$ cat src/rtl/rf_spi_master.sv
// SPI master for the RF transceiver: serialises 16-bit short or 24-bit long register frames in SPI mode 0.
// It captures the read byte from MISO. All outputs are registered.
module rf_spi_master #(
  parameter int unsigned CLK_DIV = 5
) (
  input  logic       clk,
  input  logic       rst_n,
  input  logic       cs_in,
  input  logic [1:0] inst,
  input  logic [9:0] addr_in,
  input  logic [7:0] data_in,
  output logic       ready,
  output logic [7:0] rd_data,
  output logic       rd_valid,
  output logic       spi_cs_n,
  output logic       spi_sclk,
  output logic       spi_mosi,
  input  logic       spi_miso
);

  localparam logic [7:0] HALF_LOAD = 8'(CLK_DIV - 1);

  typedef enum logic [2:0] {IDLE, SETUP, SHIFT_HI, SHIFT_LO, CS_HIGH, DONE} state_t;

  state_t      state_r, state_s;
  logic [7:0]  hcnt_r, hcnt_s;
  logic [4:0]  bcnt_r, bcnt_s;
  logic [23:0] tx_r, tx_s;
  logic [7:0]  rx_r, rx_s;
  logic        is_read_r, is_read_s;
  logic        cs_q_r, cs_armed_r;
  logic        ready_s, cs_n_s, sclk_s, mosi_s, rd_valid_s;
  logic [7:0]  rd_data_s;
  logic [23:0] frame_s;
  logic        accept_s;

  // Left-aligned frame image; read frames carry zeros in the data phase.
  always_comb begin
    frame_s = 24'd0;
    if (inst[1]) begin
      frame_s = {1'b1, addr_in, inst[0], 4'b0000, (inst[0] ? data_in : 8'h00)};
    end else begin
      frame_s = {1'b0, addr_in[5:0], inst[0], (inst[0] ? data_in : 8'h00), 8'h00};
    end
  end

  // cs_armed_r blocks a level that was already high across reset release.
  assign accept_s = (state_r == IDLE) && cs_in && !cs_q_r && cs_armed_r;

  // Next-state and next-output logic.
  always_comb begin
    state_s    = state_r;
    hcnt_s     = hcnt_r;
    bcnt_s     = bcnt_r;
    tx_s       = tx_r;
    rx_s       = rx_r;
    is_read_s  = is_read_r;
    ready_s    = ready;
    cs_n_s     = spi_cs_n;
    sclk_s     = spi_sclk;
    mosi_s     = spi_mosi;
    rd_data_s  = rd_data;
    rd_valid_s = 1'b0;
    case (state_r)
      IDLE: begin
        if (accept_s) begin
          state_s   = SETUP;
          hcnt_s    = HALF_LOAD;
          bcnt_s    = inst[1] ? 5'd23 : 5'd15;
          tx_s      = {frame_s[22:0], 1'b0};
          mosi_s    = frame_s[23];
          is_read_s = !inst[0];
          ready_s   = 1'b0;
          cs_n_s    = 1'b0;
          sclk_s    = 1'b0;
        end else begin
          ready_s = 1'b1;
        end
      end
      SETUP: begin
        if (hcnt_r == 8'd0) begin
          state_s = SHIFT_HI;
          hcnt_s  = HALF_LOAD;
          sclk_s  = 1'b1;
          rx_s    = {rx_r[6:0], spi_miso};
        end else begin
          hcnt_s = hcnt_r - 8'd1;
        end
      end
      SHIFT_HI: begin
        if (hcnt_r == 8'd0) begin
          state_s = SHIFT_LO;
          hcnt_s  = HALF_LOAD;
          sclk_s  = 1'b0;
          mosi_s  = tx_r[23];
          tx_s    = {tx_r[22:0], 1'b0};
        end else begin
          hcnt_s = hcnt_r - 8'd1;
        end
      end
      SHIFT_LO: begin
        if (hcnt_r != 8'd0) begin
          hcnt_s = hcnt_r - 8'd1;
        end else if (bcnt_r == 5'd0) begin
          state_s = CS_HIGH;
          hcnt_s  = HALF_LOAD;
          cs_n_s  = 1'b1;
          mosi_s  = 1'b0;
        end else begin
          state_s = SHIFT_HI;
          hcnt_s  = HALF_LOAD;
          bcnt_s  = bcnt_r - 5'd1;
          sclk_s  = 1'b1;
          rx_s    = {rx_r[6:0], spi_miso};
        end
      end
      CS_HIGH: begin
        if (hcnt_r == 8'd0) begin
          state_s = DONE;
          hcnt_s  = HALF_LOAD;
          if (is_read_r) begin
            rd_data_s  = rx_r;
            rd_valid_s = 1'b1;
          end else begin
            rd_valid_s = 1'b0;
          end
        end else begin
          hcnt_s = hcnt_r - 8'd1;
        end
      end
      DONE: begin
        state_s = IDLE;
        hcnt_s  = 8'd0;
        ready_s = 1'b1;
      end
      default: begin
        state_s = IDLE;
        hcnt_s  = 8'd0;
        bcnt_s  = 5'd0;
        ready_s = 1'b1;
        cs_n_s  = 1'b1;
        sclk_s  = 1'b0;
        mosi_s  = 1'b0;
      end
    endcase
  end

  // State, counters and registered outputs.
  always_ff @(posedge clk) begin
    if (!rst_n) begin
      state_r    <= IDLE;
      hcnt_r     <= 8'd0;
      bcnt_r     <= 5'd0;
      tx_r       <= 24'd0;
      rx_r       <= 8'd0;
      is_read_r  <= 1'b0;
      cs_q_r     <= 1'b0;
      cs_armed_r <= ~cs_in;
      ready      <= 1'b1;
      spi_cs_n   <= 1'b1;
      spi_sclk   <= 1'b0;
      spi_mosi   <= 1'b0;
      rd_data    <= 8'h00;
      rd_valid   <= 1'b0;
    end else begin
      state_r    <= state_s;
      hcnt_r     <= hcnt_s;
      bcnt_r     <= bcnt_s;
      tx_r       <= tx_s;
      rx_r       <= rx_s;
      is_read_r  <= is_read_s;
      cs_q_r     <= cs_in;
      cs_armed_r <= cs_armed_r | ~cs_in;
      ready      <= ready_s;
      spi_cs_n   <= cs_n_s;
      spi_sclk   <= sclk_s;
      spi_mosi   <= mosi_s;
      rd_data    <= rd_data_s;
      rd_valid   <= rd_valid_s;
    end
  end

endmodule

$ cat config.mk
export PLATFORM = sky130hd
export DESIGN_NAME = rf_spi_master
export DESIGN_NICKNAME = d
export VERILOG_FILES = /design/src/rtl/rf_spi_master.sv
export SDC_FILE = /design/constraint.sdc
export NUM_CORES = 1
export LEC_CHECK = 0
export ABC_AREA = 0
export ABC_CLOCK_PERIOD_IN_PS = 3200
export CELL_PAD_IN_SITES_DETAIL_PLACEMENT = 1
export CELL_PAD_IN_SITES_GLOBAL_PLACEMENT = 2
export CORE_MARGIN = 2
export CORE_UTILIZATION = 36
export DETAILED_ROUTE_END_ITERATION = 12
export HOLD_SLACK_MARGIN = 0.12
export PLACE_DENSITY = 0.95
export SETUP_SLACK_MARGIN = 0.3
export SLEW_MARGIN = 20
export SYNTH_ARGS = -nofsm -noshare
export SYNTH_HDL_FRONTEND = slang
export SYNTH_SLANG_ARGS = --single-unit
$ cat constraint.sdc
create_clock -name clk -period 3.2 [get_ports clk]
set_input_delay 0.96 -clock clk [delete_from_list [all_inputs] [get_ports clk]]
set_output_delay 0.96 -clock clk [all_outputs]
set_load 0.01 [all_outputs]
==> results.yml <==
setup_path:
  cp_num_buf_inv: 1
  slowest_delay_ps: 500
  path_cells: "clkdlybuf4s50_1 > nand3b_1 > or2_2 > nand2_1 > a311oi_1"
  cp-start-kind: "primary input"
  crit_family: "simple AND/OR/NAND/NOR gates"
  crit_arrival_ps: 2760
  cpMaxStageDelayCell: "clkdlybuf4s50_1"
  required_ps: 3400
  endpoint_kind: "register"
  cp_max_fo: 14
  crit_type: "primary input to register"
timing:
  slew_headroom_pct: 47.0
  setup-violations-final: 0
  holdWs_ps: 446
  slew_violations: 0
  min_period_ps: 2560
  hold_viol_final: 0
  max_freq_mhz: 391
  fin_tns_setup_ps: 0
  rsz0062_at_grt: "no"
  timing.final.crit_share_pct: 79.9
  tightest_slew_ps: 793
  clock_skew_ps: 7.56
power_and_ir_drop:
  power_density_nw_per_um2: 809
  ir_drop_v: 0.000349
  p_leak_nw: 1.41
synthesis:
  synth.cell_area_um2: 3080
  ys_ff_latch: 63
  synth.avg_cell_area_um2: 8.48
  synth_edf_count: 0
  synthArstFlopShare_pct: 0
  ys_warn_count: 0
  synth_cell_type_count: 54
  yosysSeqAreaShare_pct: 41.0
  synth_ff_type: "dfxtp_1"
  syn_inst: 363
  syn_nets: 389
final_layout:
  fin_nets: 415
  antenna_cells: 0
  layout-drive-gt1-share_pct: 9.90
  layout_common_cells: "dfxtp_1 (63), clkdlybuf4s50_1 (36), nor2_1 (35), nand2_1 (34), nand3_1 (25)"
  fin_area_um2: 3770
  final_common_cell: "dfxtp_1"
  fin_util_pct: 45.6
  final_cell_count_no_fill: 499
  area.growth.synth_to_final_pct: 22.4
  nFillCells: 974
detailed_routing:
  vias_per_cell: 5.70
  wl_per_cell_um: 16.5
  drt_iter0_markers: 155
  drt_first_pass_iters: 4
  vias: 2845
  drc_errors: 0
  routed_wl_um: 8220
  drt.antenna.violating_nets: 0
place:
  gp_congestion: 0.801
  io_buffers: 36
  placed_cells: 483
  hpwl_um: 5350
  place_area_um2: 3530
grt:
  grtUsageTotal_pct: 19.0
  grt_pass1_vias: 2792
  antenna_found_initial: 0
  grt_pass1_wl_um: 13700
  grt_overflow: 0
  grt_max_degree: 45
clock_tree:
  clockBufferDepth: 2
  cts_setup_buffers: 0
  clk_latency_ps: 350
  cts.hold.buffers_added: 0
  htreeDepth: 3
  root_buffer: "clkbuf_8"
  cts_made_buffers: 9
  ctsResizeCount: 0
  clock_sinks: 63
  cts.clk_slew.worst_paths_ps: 70
  cts_tree: "built"
run_status:
  outcome: "complete, no violations"
die:
  die_x_um: 96.5
  rows: 33
  ioPinCount: 37
  die_y_um: 96.5
  start_util_pct: 37.3
  die_area_um2: 9310
  core-area_um2: 8260
flow_run:
  maxCapViolCount: 0
worst_hold_path:
  hold_class: "register to register"
==> metal layers <==
| metal | track usage, % | part of all wire [%] |
|---|---|---|
| met3 | 3.34 | 2.6 |
| met4 | 7.86 | 1.6 |
| met5 | 0 | 0 |
| met1 | 25.4 | 48 |
| met2 | 30.2 | 48 |
==> worst register-to-register path: stages, from the launching register on <==
cell     delay, ps
dfxtp_1        310
inv_1           70
ha_1           240
or4b_1         630
nor4_2         530
nor2_1         210
o311a_1        380
==> synth_stat cells, types with 4 or more instances <==
cell | number | area (um2)
clkbuf_1 | 25 | 93.8
nand2_1 | 34 | 128
o22ai_1 | 4 | 25.0
inv_1 | 8 | 30.0
or3_1 | 7 | 43.8
o21ai_0 | 5 | 25.0
nor2_1 | 35 | 131
buf_2 | 5 | 25.0
dfxtp_1 | 63 | 1260
o221ai_1 | 11 | 96.3
and2_1 | 5 | 31.3
mux2i_1 | 24 | 240
a31oi_1 | 5 | 31.3
nand3_1 | 25 | 125
a311oi_1 | 12 | 105
nor3_1 | 18 | 90.1
a21oi_1 | 20 | 100
==> per-stage QoR <==
step | power (mW) | setup WS (ps)
floorplan | 1.91 | 1040
global placement | 2.21 | 381
detailed placement | 2.25 | 309
CTS | 3.06 | 676
global route | 3.24 | 517
finish | 3.04 | 643
==> layout make-up <==
type	count	area, um2	share of cell area (%)
Sequential cell	63	1260	33.5
Timing Repair Buffer	48	450	12.0
Clock buffer	11	151	4.02
Multi-Input combinational cell	258	1660	44.0
Inverter	9	33.8	0.897
Clock inverter	5	80.1	2.13
Tap cell	105	131	3.49
==> flip-flops by register name, summed over array words and instances (netlist names) <==
signal	flops
bcnt_r	5
is_read_r	1
cs_armed_r	1
spi_sclk	1
cs_q_r	1
state_r	3
rd_valid	1
tx_r	23
rx_r	8
spi_mosi	1
spi_cs_n	1
ready	1
rd_data	8
hcnt_r	8
==> power breakdown <==
group	switching (mW)	internal (mW)	total (mW)
registers	0.135	0.940	1.07
logic	0.697	0.470	1.17
clock network	0.324	0.480	0.804
==> worst paths after layout <==
kind | startpoint | end | slack [ps] | depth (start not counted)
max reg2reg | hcnt_r[0] | bcnt_r[1] | 710 | 6
min reg2reg | cs_armed_r | cs_armed_r | 450 | 2
max | cs_in | tx_r[12] | 640 | 5
min | cs_armed_r | cs_armed_r | 450 | 2
==> cell families (layout without fill, tap and decap cells) <==
| family | Yosys count | count (layout) | share of synthesized area (%) |
|---|---|---|---|
| flops | 63 | 63 | 41.0 |
| buf+inv | 42 | 73 | 5.32 |
| mux | 25 | 25 | 8.17 |
| simple gates | 145 | 145 | 23.3 |
| compound gates | 84 | 84 | 20.8 |
| xor+xnor | 1 | 1 | 0.285 |
| fa+ha+maj | 3 | 3 | 1.14 |
(Power assumes the default switching activity.)
==> edit (config.mk and constraints unchanged) <==
Re-encode `state_t` (6 states) as one-hot, 6 bits wide.
--- a/src/rtl/rf_spi_master.sv
+++ b/src/rtl/rf_spi_master.sv
@@ -20,7 +20,7 @@
 
   localparam logic [7:0] HALF_LOAD = 8'(CLK_DIV - 1);
 
-  typedef enum logic [2:0] {IDLE, SETUP, SHIFT_HI, SHIFT_LO, CS_HIGH, DONE} state_t;
+  typedef enum logic [5:0] {IDLE = 6'b000001, SETUP = 6'b000010, SHIFT_HI = 6'b000100, SHIFT_LO = 6'b001000, CS_HIGH = 6'b010000, DONE = 6'b100000} state_t;
 
   state_t      state_r, state_s;
   logic [7:0]  hcnt_r, hcnt_s;
Check against the original RTL: same outputs for any inputs over 10 cycles, from zero or initial values and one cycle with rst_n low; not proved beyond that.
==> edit against the original RTL <==
Global-route usage is 1.2 points lower. Critical endpoint is now tx_r[7]$_SDFFE_PN0P_. Critical path type unchanged. Setup slack better by 0.016 ns. Area after synthesis is 1.5% higher. Wire length is 0.71% lower. Design area is 0.17% higher. Sequential cell count is 3 higher. Sequential share of layout area is 1.5 points higher. Highest routed layer unchanged.
Power is not compared: it rests on default switching activity, and its combinational part moved more than twofold at a synthesized area within 25%.
==> edit: results <==
min_path:
  holdPathEnd: "cs_armed_r$_DFF_P_"
  hold_depth: 2
  hp-start: "cs_armed_r$_DFF_P_"
  holdCritPathClass: "flop to flop"
grt:
  grt_pass1_vias: 2799
  gr-usage-met2: 0.2853
  grt_max_degree: 36
  gr-usage-met1: 0.2303
  grt_pass1_wl_um: 13720
  grt.total_usage: 0.1778
  antenna_found_initial: 0
  grt_util_met3: 0.04748
clocking:
  clk_path_buf_depth: 2
  ctsHoldBuffers: 0
  postCtsSetupBuffers: 0
  cts.clk_slew.worst_paths_ns: 0.08
  htree_levels: 3
  cts_buffers: 9
  cts_root_buf: "clkbuf_8"
synth:
  yosysSeqAreaShare: 0.4229
  synth_cell_types: 46
  ys_top_cells_by_count: "dfxtp_1 (66), nor2_1 (51), nand2_1 (40)"
  synthFlopType: "dfxtp_1"
  async_reset_ff_frac: 0
  synth_area_leaders: "dfxtp_1 (42%), mux2i_1 (7.0%), nor2_1 (6.1%), nand2_1 (4.8%), a311oi_2 (3.4%)"
  syn_nets: 382
worst_setup_path:
  worstPathMaxFanout: 35
  regToRegSetupSlack_ns: 0.73
  crit_family: "buffers and inverters"
  critical_path.startpoint: "cs_in"
  cpPeakStageDelay_ns: 0.49
  endpoint: "tx_r[7]$_SDFFE_PN0P_"
  worst_ep_arrival_time_ns: 2.78
  cpMaxStageDelayCell: "clkdlybuf4s50_1"
  r2r_cells: 7
  reg2reg_to: "rd_data[6]$_SDFFE_PN0P_"
  rr_startpoint: "hcnt_r[0]$_SDFFE_PN0P_"
sta:
  worst_pin_slew_ns: 0.7550
  finClkSkew_ns: 0.01108
cells_and_area:
  antennaDiodeCount: 0
  largest_reg_flops: 23
  nets: 413
  regMostFlops: "tx_r"
  drive_gt1_frac: 0.1020
route:
  wl_met3_um: 314
  wl_per_cell_um: 16.43
  drt_iter0_drc: 164
  top_layer: "met4"
  wl_met2_um: 3900
  wl_met1_um: 3846
  route.vias.total: 2736
  firstDrtPassIters: 4
place:
  place_hpwl_um: 5735
  port_buffers: 36
  gp_congestion: 0.9199
power_and_ir_drop:
  peakVddDrop_mv: 0.2595
run_status:
  status: "complete, no violations"
-- edit: final cells by class --
class / count / area, um^2
fillers: 957 / 4527
multi-input cells: 260 / 1667
flip-flops and latches: 66 / 1321
repair buffers: 45 / 440.4
well taps: 105 / 131.4
clock buffers: 9 / 123.9
clock inverters: 7 / 70.07
inverters: 5 / 18.77
-- edit: per-stage QoR --
| stage | hold slack (ns) | setup slack [ns] | total power, mW | cell area, um^2 | std cells |
|---|---|---|---|---|---|
| 2_1_floorplan | 0.4223 | 1.018 | 1.186 | 3124 | 356 |
| 3_3_place_gp | 0.4332 | 0.4210 | 1.289 | 3578 | 481 |
| 3_5_place_dp | 0.4374 | 0.3548 | 1.307 | 3578 | 481 |
| 4_1_cts | 0.4491 | 0.7041 | 2.016 | 3772 | 497 |
| 5_1_grt | 0.4799 | 0.5572 | 2.098 | 3772 | 497 |
| 6_report | 0.4452 | 0.6590 | 1.993 | 3772 | 497 |
-- edit: cells by family (layout without fill, tap and decap cells) --
family          after synthesis  in the layout  share of synthesized area
simple gates                148            148                     0.2283
compound gates               77             77                     0.1958
flops                        66             66                     0.4229
buf+inv                      30             66                    0.04365
mux                          22             22                    0.07048
xor+xnor                     11             11                    0.03084
fa+ha+maj                     2              2                   0.008008
-- edit: power by group --
part | switching [mW] | total [mW] | internal [mW]
Clock | 0.344 | 0.701 | 0.356
Sequential | 0.0400 | 0.918 | 0.878
Combinational | 0.211 | 0.375 | 0.164
Total | 0.595 | 1.99 | 1.40
-- edit: worst min-delay path: stages (launching register included) --
cell     delay (ns)
dfxtp_1        0.31
nand2_1        0.05
nand2_1        0.04
